### config.mk
export PLATFORM = sky130hd
export DESIGN_NAME = csr_regfile
export DESIGN_NICKNAME = d
export VERILOG_FILES = /design/src/rtl/csr_regfile_pkg.sv /design/src/rtl/csr_regfile_timer.sv /design/src/rtl/csr_regfile.sv
export SDC_FILE = /design/constraint.sdc
export NUM_CORES = 1
export LEC_CHECK = 0
export CAP_MARGIN = 20
export CORE_ASPECT_RATIO = 1.25
export CORE_MARGIN = 2
export CORE_UTILIZATION = 45
export DETAILED_ROUTE_END_ITERATION = 10
export MAX_ROUTING_LAYER = met4
export PLACE_DENSITY_LB_ADDON = 0.25
export SLEW_MARGIN = 0
export SYNTH_ARGS = -nofsm -noshare
export SYNTH_HDL_FRONTEND = slang
export SYNTH_SLANG_ARGS = --single-unit
### constraint.sdc
create_clock -name clk -period 7.55 [get_ports clk]
set_input_delay 1.1325 -clock clk [delete_from_list [all_inputs] [get_ports clk]]
set_output_delay 1.1325 -clock clk [all_outputs]
set_load 0.01 [all_outputs]
### src/rtl/csr_regfile_pkg.sv
// Shared definitions for the CSR file: CSR numbers, field positions, Ecodes,
// timer FSM state type and the masked-write helper.
package csr_regfile_pkg;

  localparam logic [13:0] CSR_CRMD   = 14'h000;
  localparam logic [13:0] CSR_PRMD   = 14'h001;
  localparam logic [13:0] CSR_ECFG   = 14'h004;
  localparam logic [13:0] CSR_ESTAT  = 14'h005;
  localparam logic [13:0] CSR_ERA    = 14'h006;
  localparam logic [13:0] CSR_BADV   = 14'h007;
  localparam logic [13:0] CSR_EENTRY = 14'h00C;
  localparam logic [13:0] CSR_SAVE0  = 14'h030;
  localparam logic [13:0] CSR_SAVE1  = 14'h031;
  localparam logic [13:0] CSR_SAVE2  = 14'h032;
  localparam logic [13:0] CSR_SAVE3  = 14'h033;
  localparam logic [13:0] CSR_TID    = 14'h040;
  localparam logic [13:0] CSR_TCFG   = 14'h041;
  localparam logic [13:0] CSR_TVAL   = 14'h042;
  localparam logic [13:0] CSR_TICLR  = 14'h044;

  localparam logic [5:0] ECODE_INT  = 6'h00;
  localparam logic [5:0] ECODE_ADEF = 6'h08;
  localparam logic [5:0] ECODE_ALE  = 6'h09;
  localparam logic [5:0] ECODE_SYS  = 6'h0B;

  localparam logic [8:0] CRMD_RESET = 9'h008;
  localparam int CRMD_IE          = 2;
  localparam int ESTAT_IS_TIMER   = 11;
  localparam int ESTAT_ECODE_LSB  = 16;
  localparam int ESTAT_ESUB_LSB   = 22;
  localparam logic [12:0] ECFG_LIE_WMASK = 13'h1BFF;
  localparam int TCFG_EN          = 0;
  localparam int TCFG_PERIODIC    = 1;

  typedef enum logic {
    TIMER_IDLE  = 1'b0,
    TIMER_COUNT = 1'b1
  } timer_state_t;

  function automatic logic [31:0] masked_write(input logic [31:0] old_v,
                                               input logic [31:0] wval,
                                               input logic [31:0] wmask);
    return (old_v & ~wmask) | (wval & wmask);
  endfunction

endpackage

### src/rtl/csr_regfile_timer.sv
// Stable counter (TID), timer config (TCFG) and countdown (TVAL) with its
// IDLE/COUNT FSM; timer_int_set pulses in the cycle TVAL reaches zero.
module csr_regfile_timer
  import csr_regfile_pkg::*;
#(
  parameter int          TIMER_N   = 32,
  parameter logic [31:0] TID_RESET = 32'h0
) (
  input  logic         clk,
  input  logic         resetn,
  input  logic [13:0]  csr_num,
  input  logic         csr_we,
  input  logic [31:0]  csr_wvalue,
  input  logic [31:0]  csr_wmask,
  output logic [31:0]  tid,
  output logic [31:0]  tcfg,
  output logic [31:0]  tval,
  output logic         timer_int_set,
  output timer_state_t timer_state
);

  logic [TIMER_N-1:0] tval_q;
  logic [31:0]        tcfg_new;
  logic               tcfg_wr;
  logic               tid_wr;

  assign tcfg_wr       = csr_we && (csr_num == CSR_TCFG);
  assign tid_wr        = csr_we && (csr_num == CSR_TID);
  assign tcfg_new      = masked_write(tcfg, csr_wvalue, csr_wmask);
  assign timer_int_set = (timer_state == TIMER_COUNT) && (tval_q == '0);
  assign tval          = 32'(tval_q);

  always_ff @(posedge clk) begin
    if (!resetn) begin
      tid         <= TID_RESET;
      tcfg        <= '0;
      tval_q      <= '0;
      timer_state <= TIMER_IDLE;
    end else begin
      tid <= tid_wr ? masked_write(tid, csr_wvalue, csr_wmask) : tid + 32'd1;
      // A software TCFG write overrides whatever the countdown would do this cycle.
      if (tcfg_wr) begin
        tcfg <= tcfg_new;
        if (tcfg_new[TCFG_EN]) begin
          tval_q      <= {tcfg_new[TIMER_N-1:2], 2'b00};
          timer_state <= TIMER_COUNT;
        end else begin
          timer_state <= TIMER_IDLE;
        end
      end else if (timer_state == TIMER_COUNT) begin
        if (timer_int_set) begin
          if (tcfg[TCFG_PERIODIC]) begin
            tval_q <= {tcfg[TIMER_N-1:2], 2'b00};
          end else begin
            tval_q      <= '1;
            timer_state <= TIMER_IDLE;
          end
        end else begin
          tval_q <= tval_q - 1'b1;
        end
      end
    end
  end

endmodule

### src/rtl/csr_regfile.sv
// LoongArch-subset CSR file: masked writes, exception/ertn state, interrupts.
// Timer CSRs (TID/TCFG/TVAL/TICLR) are present only when CSR_TIMER_EN is defined.
module csr_regfile
  import csr_regfile_pkg::*;
#(
  parameter int          TIMER_N   = 32,
  parameter logic [31:0] TID_RESET = 32'h0
) (
  input  logic        clk,
  input  logic        resetn,
  input  logic [13:0] csr_rnum,
  output logic [31:0] csr_rvalue,
  input  logic [13:0] csr_num,
  input  logic        csr_we,
  input  logic [31:0] csr_wvalue,
  input  logic [31:0] csr_wmask,
  input  logic        wb_ex,
  input  logic [5:0]  wb_ecode,
  input  logic [8:0]  wb_esubcode,
  input  logic [31:0] wb_pc,
  input  logic [31:0] wb_vaddr,
  input  logic        ertn_flush,
  input  logic [7:0]  hw_int_in,
  input  logic        ipi_int_in,
  output logic [31:0] ex_entry,
  output logic [31:0] ertn_entry,
  output logic        has_int
);

  logic [8:0]  crmd;
  logic [2:0]  prmd;
  logic [12:0] ecfg_lie;
  logic [1:0]  is_sw;
  logic [7:0]  is_hw;
  logic        is_ipi;
  logic        is_timer;
  logic [5:0]  ecode;
  logic [8:0]  esubcode;
  logic [31:0] era;
  logic [31:0] badv;
  logic [25:0] eentry;
  logic [31:0] save [4];
  logic [12:0] estat_is;
  logic [31:0] estat;
  logic [12:0] lie_m;
  logic        we;
  logic        save_sel;

  // Exceptions and ertn squash any CSR write committing in the same cycle.
  assign we       = csr_we & ~wb_ex & ~ertn_flush;
  assign save_sel = (csr_num[13:2] == CSR_SAVE0[13:2]);
  assign lie_m    = csr_wmask[12:0] & ECFG_LIE_WMASK;

  assign estat_is   = {is_ipi, is_timer, 1'b0, is_hw, is_sw};
  assign estat      = {1'b0, esubcode, ecode, 3'b000, estat_is};
  assign has_int    = crmd[CRMD_IE] & |(estat_is & ecfg_lie);
  assign ex_entry   = {eentry, 6'b0};
  assign ertn_entry = era;

  always_ff @(posedge clk) begin
    if (!resetn) begin
      crmd     <= CRMD_RESET;
      prmd     <= '0;
      ecfg_lie <= '0;
      is_sw    <= '0;
      is_hw    <= '0;
      is_ipi   <= 1'b0;
      ecode    <= '0;
      esubcode <= '0;
      era      <= '0;
      badv     <= '0;
      eentry   <= '0;
      for (int i = 0; i < 4; i++) save[i] <= '0;
    end else begin
      is_hw  <= hw_int_in;
      is_ipi <= ipi_int_in;
      if (wb_ex) begin
        prmd     <= crmd[2:0];
        crmd[2:0] <= 3'b000;
        ecode    <= wb_ecode;
        esubcode <= wb_esubcode;
        era      <= wb_pc;
        if (wb_ecode == ECODE_ADEF)     badv <= wb_pc;
        else if (wb_ecode == ECODE_ALE) badv <= wb_vaddr;
      end else if (ertn_flush) begin
        crmd[2:0] <= prmd;
      end else if (we) begin
        case (csr_num)
          CSR_CRMD:   crmd     <= (crmd & ~csr_wmask[8:0]) | (csr_wvalue[8:0] & csr_wmask[8:0]);
          CSR_PRMD:   prmd     <= (prmd & ~csr_wmask[2:0]) | (csr_wvalue[2:0] & csr_wmask[2:0]);
          CSR_ECFG:   ecfg_lie <= (ecfg_lie & ~lie_m) | (csr_wvalue[12:0] & lie_m);
          CSR_ESTAT:  is_sw    <= (is_sw & ~csr_wmask[1:0]) | (csr_wvalue[1:0] & csr_wmask[1:0]);
          CSR_ERA:    era      <= masked_write(era, csr_wvalue, csr_wmask);
          CSR_BADV:   badv     <= masked_write(badv, csr_wvalue, csr_wmask);
          CSR_EENTRY: eentry   <= (eentry & ~csr_wmask[31:6]) | (csr_wvalue[31:6] & csr_wmask[31:6]);
          default: begin
            if (save_sel) save[csr_num[1:0]] <= masked_write(save[csr_num[1:0]], csr_wvalue, csr_wmask);
          end
        endcase
      end
    end
  end

`ifdef CSR_TIMER_EN
  logic [31:0]  tid;
  logic [31:0]  tcfg;
  logic [31:0]  tval;
  logic         timer_int_set;
  logic         ticlr_clr;
  timer_state_t timer_state_unused;

  csr_regfile_timer #(
    .TIMER_N   (TIMER_N),
    .TID_RESET (TID_RESET)
  ) u_timer (
    .clk           (clk),
    .resetn        (resetn),
    .csr_num       (csr_num),
    .csr_we        (we),
    .csr_wvalue    (csr_wvalue),
    .csr_wmask     (csr_wmask),
    .tid           (tid),
    .tcfg          (tcfg),
    .tval          (tval),
    .timer_int_set (timer_int_set),
    .timer_state   (timer_state_unused)
  );

  assign ticlr_clr = we && (csr_num == CSR_TICLR) && csr_wvalue[0] && csr_wmask[0];

  // A timer fire beats a TICLR clear landing in the same cycle.
  always_ff @(posedge clk) begin
    if (!resetn)            is_timer <= 1'b0;
    else if (timer_int_set) is_timer <= 1'b1;
    else if (ticlr_clr)     is_timer <= 1'b0;
  end
`else
  logic unused_timer_cfg;
  assign unused_timer_cfg = ^{TID_RESET, TIMER_N};
  assign is_timer = 1'b0;
`endif

  always_comb begin
    csr_rvalue = '0;
    case (csr_rnum)
      CSR_CRMD:   csr_rvalue = {23'b0, crmd};
      CSR_PRMD:   csr_rvalue = {29'b0, prmd};
      CSR_ECFG:   csr_rvalue = {19'b0, ecfg_lie};
      CSR_ESTAT:  csr_rvalue = estat;
      CSR_ERA:    csr_rvalue = era;
      CSR_BADV:   csr_rvalue = badv;
      CSR_EENTRY: csr_rvalue = {eentry, 6'b0};
      CSR_SAVE0:  csr_rvalue = save[0];
      CSR_SAVE1:  csr_rvalue = save[1];
      CSR_SAVE2:  csr_rvalue = save[2];
      CSR_SAVE3:  csr_rvalue = save[3];
`ifdef CSR_TIMER_EN
      CSR_TID:    csr_rvalue = tid;
      CSR_TCFG:   csr_rvalue = tcfg;
      CSR_TVAL:   csr_rvalue = tval;
`endif
      default:    csr_rvalue = '0;
    endcase
  end

endmodule

==> results of run 1 <==
==> cell families (layout without fill, tap and decap cells) <==
group	after synthesis	in the layout	synth area share, %
AO/OA/AOI/OAI	310	310	16.87
buffers and inverters	166	402	4.868
flip-flops	268	268	46.76
multiplexers	164	164	14.49
other	1	7	0.02639
AND/OR/NAND/NOR	521	521	16.98
==> worst max-delay path: stages <==
cell and delay (ns):
clkdlybuf4s50_1 0.40, nor4_1 0.69, nand4_1 0.66, nor2_2 1.15, a222oi_1 0.30, o2111ai_1 0.18, clkdlybuf4s50_1 0.60
==> through the flow <==
step	hold WS, ns	utilization, %	std cells
after floorplan	0.4575	-	1435
after global placement	0.4764	55.79	2024
after detailed placement	0.4828	55.79	2024
after CTS	0.4911	59.23	2078
after global routing	0.5346	59.24	2079
final	0.4923	59.24	2079
==> final cells by class <==
| cell class | count | area [µm²] | area share (%) |
|---|---|---|---|
| Multi-Input combinational cell | 1001 | 6997 | 38.11 |
| Sequential cell | 268 | 6646 | 36.20 |
| Timing Repair Buffer | 310 | 2993 | 16.30 |
| Clock buffer | 37 | 807.0 | 4.396 |
| Tap cell | 407 | 509.2 | 2.774 |
| Clock inverter | 17 | 261.5 | 1.424 |
| Inverter | 38 | 142.6 | 0.7769 |
| Antenna cell | 1 | 2.502 | 0.01363 |
==> report_power, final <==
group	internal, W	switching (W)
Sequential	0.00157	0.0000350
Clock	0.000965	0.000628
Combinational	0.000185	0.000206
Total	0.00272	0.000869
==> worst max path at each step <==
stage                                 to  slack, ns
after floorplan               save[1][0]       2.30
after global placement    csr_rvalue[17]       1.60
after detailed placement  csr_rvalue[28]       1.46
after CTS                 csr_rvalue[28]       1.44
after global routing      csr_rvalue[22]       1.18
final                     csr_rvalue[28]       1.29
==> per-layer routing <==
metal | routed length (µm) | GRT usage [%] | vias up
met3 | 5552 | 5.557 | 184
met1 | 20150 | 40.93 | 6462
li1 | - | - | 5799
met4 | 2711 | 16.12 | 0
met2 | 25830 | 52.80 | 874
met5 | 0 | - | -
==> cells in the final DEF (no fill, tap or decap), types with 8 or more instances in the layout <==
master and instances:
a22oi_1 42, nand3_1 94, and3_1 8, or2_2 30, and2_1 16, mux4_2 33
a211oi_1 18, o211a_1 18, nor3_1 10, a32o_1 13, edfxtp_1 128, a221oi_1 10
a222oi_1 34, mux2i_1 127, nand2_1 104, nor2_1 207, a32oi_1 23, a211o_1 20
clkdlybuf4s50_1 270, dfxtp_1 140, o21ai_0 43, buf_4 36, a21oi_1 35, a22o_1 13
clkbuf_16 30, inv_1 35
==> summary.md, run 1 <==
| Metric | Value |
|---|---|
| Status | complete, no violations |
| Kind of critical path | primary input to output port |
| Average cell area after synthesis | 9.939 µm² |
| Clk Latency, worst-skew pair | 0.56 ns |
| DR WL/cell | 26.09 µm |
| Number of flops mapped to enable cells by yosys | 128 |
| CTS tree | built |
| Hold buffer count at CTS | 0 |
| Hold Path Depth | 2 |
| Gr usage total | 33.14% |
| Via Count | 13320 |
| Drt drc | 0 |
| FF-to-FF setup slack | 5.85 ns |
| Clock buffer depth | 3 |
| Post-Route WL | 54250 µm |
| Leakage | 7.410 nW |
| #FFs+latches synth | 268 |
| Dpl ws | 1.457 ns |
| TNS Setup | 0 ns |
| Net count of the finished layout | 1833 |
| Critical path launch point type | primary input |
| Worst reg-to-reg path cell count | 4 |
| Setup bufs post-CTS | 0 |
| Total power | 0.003584 W |
| RSZ-0062 raised after global routing | false |
| Number of fill cells in the layout | 2664 |
| Fin crit period | 6.257 ns |
| Worst flop-to-flop path startpoint | save[0][18] |
| Area of the core | 30990 µm² |
| Detailed placement HPWL | 35270 µm |
| Top post-synthesis cells by count | 211 x nor2_1, 140 x dfxtp_1, 128 x edfxtp_1 |
| Peak fanout along the critical path | 18 |
| Worst path required time | 6.42 ns |
| Slew HR | 17.54% |
| Routed Antenna Nets | 0 |
| Setup crit start | csr_rnum[9] |
| Synth Instances | 1430 |
| Row cnt | 72 |
| Layout cells sized above 1 | 11.25% |
| Initial DRC Count | 1781 |
| Setup ws final | 1.293 ns |
| Slew @ Worst Pin | 1.236 ns |
| HP Class | flip-flop to flip-flop |
| Peak supply drop | 0.0001678 V |
| Vias per cell | 6.406 |
| Setup violators final | 0 |
| Crit path DAT | 5.12 ns |
| H-tree levels | 1 |
| Area Overhead vs Synth | 29.18% |
| Final hold violation count | 0 |
| Starting Density | 45.86% |
| Post-CTS Resized | 0 |
| Die width | 163.0 µm |
| Clock skew | 0.01859 ns |
| First-pass GRT wire length | 80970 µm |
| Largest net degree at the start of global routing | 75 |
| Main synth FF type | dfxtp_1 |
| Initial antenna violation count | 1 |
| Warnings, synthesis | 0 |
| Most common cell in the netlist | nor2_1 |
| Synthesized area | 14210 µm² |
| Finished Cell Area | 18360 µm² |
| Placer Congestion | 0.9010 |
| Async set-reset flop share out of synthesis | 0% |
| Clock Pin Slew Worst Setup and Hold Paths | 0.06 ns |
| Slew Limit Fails | 0 |
| Max cap viols | 0 |
| Synth area leaders | edfxtp_1 27%, dfxtp_1 20%, mux2i_1 8.9%, nor2_1 5.6%, mux4_2 5.2% |
| Die Footprint | 33030 µm² |
| Cell Area, Placed | 17290 µm² |
| Area leader, netlist | edfxtp_1 |
| Pre-Repair DR Iteration Count | 7 |
| Critical Path Sink Type | output port |
| Top cell type's share of synthesized area | 27.04% |
| Tcrit/Tclk final | 82.87% |
| Total gr overflow | 0 |
| I/O pin count | 282 |
| Sequential area share after synthesis | 46.76% |
| Clock Tree Root | clkbuf_16 |
| Library cells used by synthesis | 62 |
| Fmax | 159.8 MHz |
| Cts bufs inserted | 29 |
| Sink Count | 268 |
| Vias in the first global route | 13320 |
| Pwr Density | 195.2 nW/µm² |
| FF-to-FF End | save[1][18] |
| PortBufs | 275 |
| Die Y | 202.7 µm |
(Power assumes the default switching activity.)
==> run 2, diff against run 1 <==
==> constraint.sdc (replaced) <==
create_clock -name clk -period 6.3 [get_ports clk]
set_input_delay 0.945 -clock clk [delete_from_list [all_inputs] [get_ports clk]]
set_output_delay 0.945 -clock clk [all_outputs]
set_load 0.01 [all_outputs]
==> run 2 against run 1 <==
Clock skew down 0.011 ns. Register-to-register slack got worse by 1.1 ns. Utilization fell by 0.45 points. Via count is 0.70% lower. Hold slack better by 0.00088 ns. Die area unchanged. Combinational power increased by 20%. Non-clock buffer count up 8. Critical path type unchanged.
==> summary.md, run 2 (synthesis results as in run 1) <==
| Metric | Value |
|---|---|
| Vias in the first global route | 13200 |
| Number of fill cells in the layout | 2738 |
| Max cap viols | 0 |
| Post-CTS Resized | 0 |
| Routed wl met2 | 25710 µm |
| Clock skew | 0.007837 ns |
| PortBufs | 275 |
| Most frequent cells in the layout | 270 x clkdlybuf4s50_1, 207 x nor2_1, 140 x dfxtp_1 |
| Vias per cell | 6.343 |
| Peak fanout along the critical path | 11 |
| Initial antenna violation count | 1 |
| Critical path launch point type | primary input |
| Routed Antenna Nets | 0 |
| Fmax | 189.2 MHz |
| Clock buffer depth | 3 |
| DR top layer | met4 |
| Slew HR | 31.85% |
| Area Overhead vs Synth | 28.19% |
| Met3 routed WL | 5280 µm |
| Peak supply drop | 0.0001596 V |
| Initial DRC Count | 1740 |
| DR WL/cell | 26.08 µm |
| I/O pin count | 282 |
| Net count of the finished layout | 1840 |
| Tcrit/Tclk final | 83.87% |
| TNS Setup | 0 ns |
| Setup bufs post-CTS | 0 |
| Detailed placement HPWL | 35740 µm |
| Starting Density | 45.86% |
| Worst path required time | 5.35 ns |
| Placed Cells | 2032 |
| Clock Pin Slew Worst Setup and Hold Paths | 0.06 ns |
| Post-Layout Cell Count | 2085 |
| Area of the core | 30990 µm² |
| RSZ-0062 raised after global routing | false |
| Largest net degree at the start of global routing | 62 |
| H-tree levels | 1 |
| Slew Limit Fails | 0 |
| Commonest non-fill, non-tap cell in the layout | clkdlybuf4s50_1 |
| Final hold violation count | 0 |
| Cts bufs inserted | 28 |
| Critical Path Sink Type | output port |
| Total gr overflow | 0 |
| Die Footprint | 33030 µm² |
| Leakage | 7.344 nW |
| Row cnt | 72 |
| CTS tree | built |
| Die Y | 202.7 µm |
| Pwr Density | 218.7 nW/µm² |
| Finished Cell Area | 18220 µm² |
| Fin crit period | 5.284 ns |
| Slew @ Worst Pin | 1.020 ns |
| Hold buffer count at CTS | 0 |
| HP Class | flip-flop to flip-flop |
| First-pass GRT wire length | 80630 µm |
| Drt drc | 0 |
| Kind of critical path | primary input to output port |
| Setup violators final | 0 |
| Cell Area, Placed | 17350 µm² |
| Clock Tree Root | clkbuf_16 |
| Layout cells sized above 1 | 11.03% |
| Via Count | 13230 |
| Met1 Routed Length | 21050 µm |
| Placer Congestion | 0.9133 |
| Die width | 163.0 µm |
| Status | complete, no violations |
| Sink Count | 268 |
| Crit path DAT | 4.34 ns |
| Post-Route WL | 54390 µm |
| Pre-Repair DR Iteration Count | 8 |
| Clk Latency, worst-skew pair | 0.55 ns |
| Gr usage total | 33.15% |
==> run 2: cell types whose count changed in the layout (fill, tap and decap cells not counted) <==
cell        before  now
clkinv_2         4    3
clkbuf_1         4   13
buf_4           36   44
inv_6            1    0
clkbuf_8         3    2
clkinvlp_4       2    3
bufinv_16        6    0
clkinv_8         1    0
clkinv_4         2    0
==> run 2: area by class of cell <==
class / instances / area [µm²] / area share (%)
antenna: 1 / 2.502 / 0.01374
clock buffer: 45 / 827.0 / 4.540
clock inverter: 7 / 41.29 / 0.2266
inverter: 38 / 142.6 / 0.7829
multi-input combinational: 1001 / 6997 / 38.40
sequential: 268 / 6646 / 36.48
tap: 407 / 509.2 / 2.795
timing repair buffer: 318 / 3053 / 16.76
==> run 2: stage by stage <==
step,hold WS (ns),setup WS [ns],utilization [%],total power [W]
2_1_floorplan,0.4575,1.240,-,0.002152
3_3_place_gp,0.4743,1.216,55.98,0.002411
3_5_place_dp,0.4824,1.151,55.98,0.002416
4_1_cts,0.4912,1.118,58.78,0.003985
5_1_grt,0.5330,0.9634,58.79,0.004094
6_report,0.4932,1.016,58.79,0.003984
==> run 2: power by group <==
part | leakage, nW | total (W) | internal (W) | switching (W)
Sequential | 2.46 | 0.00192 | 0.00188 | 0.0000431
Clock | 0.413 | 0.00160 | 0.000896 | 0.000700
Combinational | 4.47 | 0.000468 | 0.000222 | 0.000246
==> run 2: critical path, cell delays in order <==
cell,delay (ns)
clkdlybuf4s50_1,0.40
nor4_1,0.72
nand4_1,0.16
buf_4,0.24
nor2_2,0.53
buf_4,0.37
a222oi_1,0.15
o311ai_0,0.16
clkdlybuf4s50_1,0.65
==> run 2: per-layer routing <==
metal  GRT usage (%)  up-vias
met4           13.65        0
met2           53.66      845
met1           41.53     6404
met5               -        -
met3           5.107      166
li1                -     5811
==> run 2: final timing paths <==
kind / slack (ns) / cells after the start / startpoint / endpoint
max: 1.02 / 9 / csr_rnum[9] / csr_rvalue[4]
min: 0.49 / 2 / flip-flop / flip-flop
max reg2reg: 4.70 / 4 / save[3][8] / save[0][8]
min reg2reg: 0.49 / 2 / flip-flop / flip-flop
==> run 3, diff against run 2 <==
==> constraint.sdc (replaced) <==
create_clock -name clk -period 4.7 [get_ports clk]
set_input_delay 0.705 -clock clk [delete_from_list [all_inputs] [get_ports clk]]
set_output_delay 0.705 -clock clk [all_outputs]
set_load 0.01 [all_outputs]
==> run 3 against run 2 <==
Clock skew grew 0.0070 ns. Register-to-register slack lost 1.6 ns. Critical path depth shrank 1. Hold slack gained 0.015 ns. Sequential cell count is the same. First-iteration DRC count grew 1.0%. Count of clock-buffer cells in the layout grew 4. Power grew 37%. Critical path type unchanged.
==> summary.md, run 3 (synthesis results as in run 1) <==
| Metric | Value |
|---|---|
| Setup bufs post-CTS | 0 |
| Clock Pin Slew Worst Setup and Hold Paths | 0.06 ns |
| CTS tree | built |
| Clock buffer depth | 3 |
| Drt drc | 0 |
| Cts bufs inserted | 28 |
| Vias in the first global route | 13350 |
| Row cnt | 72 |
| PortBufs | 275 |
| Commonest non-fill, non-tap cell in the layout | clkdlybuf4s50_1 |
| Peak supply drop | 0.0001992 V |
| Fmax | 226.0 MHz |
| HP Class | flip-flop to flip-flop |
| Clk Latency, worst-skew pair | 0.55 ns |
| Leakage | 7.484 nW |
| RSZ-0062 raised after global routing | false |
| Die Y | 202.7 µm |
| Pwr Density | 295.7 nW/µm² |
| Fin crit period | 4.424 ns |
| Max cap viols | 0 |
| Tcrit/Tclk final | 94.14% |
| Area Overhead vs Synth | 29.68% |
| Setup crit start | csr_rnum[2] |
| Detailed placement HPWL | 36260 µm |
| Status | complete, no violations |
| Hold Path Depth | 2 |
| Pre-Repair DR Iteration Count | 8 |
| Setup violators final | 0 |
| Post-Route WL | 54190 µm |
| Die width | 163.0 µm |
| Critical Path Sink Type | output port |
| Placer Congestion | 0.9351 |
| Peak fanout along the critical path | 6 |
| DR WL/cell | 25.77 µm |
| Largest net degree at the start of global routing | 75 |
| Total gr overflow | 0 |
| Starting Density | 45.86% |
| Routed Antenna Nets | 0 |
| I/O pin count | 282 |
| Sink Count | 268 |
| Die Footprint | 33030 µm² |
| Slew Limit Fails | 0 |
| Post-CTS Resized | 0 |
| Clock Tree Root | clkbuf_16 |
| FF-to-FF setup slack | 3.11 ns |
| Hold buffer count at CTS | 0 |
| Worst path required time | 3.99 ns |
| Critical path launch point type | primary input |
| FF-to-FF End | save[2][18] |
| Area of the core | 30990 µm² |
| Worst flop-to-flop path startpoint | save[0][18] |
| Most frequent cells in the layout | 270 x clkdlybuf4s50_1, 207 x nor2_1, 140 x dfxtp_1 |
| Gr usage total | 32.81% |
| Layout cells sized above 1 | 12.15% |
| Final Util | 59.47% |
| Net count of the finished layout | 1858 |
| TNS Setup | 0 ns |
| H-tree levels | 1 |
| Initial DRC Count | 1758 |
| Vias per cell | 6.465 |
| Final hold violation count | 0 |
| Crit path DAT | 3.72 ns |
| Number of fill cells in the layout | 2660 |
| Via Count | 13600 |
| Worst reg-to-reg path cell count | 4 |
| Initial antenna violation count | 1 |
| Slew HR | 33.08% |
| Clock skew | 0.01486 ns |
| First-pass GRT wire length | 80500 µm |
| Slew @ Worst Pin | 1.004 ns |
| Kind of critical path | primary input to output port |
run 3: how the worst max path moves through the flow:
stage,to,slack [ns],cells past startpoint
final,csr_rvalue[16],0.28,8
after global routing,csr_rvalue[24],0.14,8
after CTS,csr_rvalue[16],0.32,8
after detailed placement,csr_rvalue[16],0.37,8
after global placement,csr_rvalue[16],0.42,8
after floorplan,save[1][0],-0.12,7
run 3: worst max-delay path, stage by stage:
cell,delay (ns)
clkdlybuf4s50_1,0.56
nor3b_1,0.35
nand4_1,0.29
buf_4,0.25
nor2_1,0.63
a222oi_1,0.20
nand3_1,0.18
clkdlybuf4s50_1,0.55
run 3: power by group:
part / internal [W] / switching [W]
clock network: 0.00131 / 0.000931
registers: 0.00252 / 0.0000589
logic: 0.000303 / 0.000331
total: 0.00413 / 0.00132
run 3: metal layers:
layer	vias to the layer above	track usage, %	routed length [µm]
li1	5839	-	-
met1	6641	41.18	20090
met2	937	52.75	25980
met3	178	4.842	5533
met4	0	14.48	2586
met5	-	-	0
run 3: layout make-up:
type / count / area (µm²) / area share (%)
clock inverters: 3 / 18.77 / 0.1018
repair buffers: 336 / 3201 / 17.37
flip-flops and latches: 268 / 6646 / 36.06
multi-input cells: 1001 / 6997 / 37.96
well taps: 407 / 509.2 / 2.763
inverters: 38 / 142.6 / 0.7739
diodes: 1 / 2.502 / 0.01358
clock buffers: 49 / 913.4 / 4.956
run 3: metrics by stage:
stage | hold slack (ns) | worst slack, ns | power [W] | cell area [µm²] | cells
2_1_floorplan | 0.4575 | -0.1196 | 0.002884 | 14230 | 1435
3_3_place_gp | 0.4744 | 0.4238 | 0.003236 | 17500 | 2050
3_5_place_dp | 0.4949 | 0.3708 | 0.003243 | 17500 | 2050
4_1_cts | 0.5042 | 0.3237 | 0.005446 | 18430 | 2102
5_1_grt | 0.5304 | 0.1414 | 0.005594 | 18430 | 2103
6_report | 0.5080 | 0.2756 | 0.005449 | 18430 | 2103
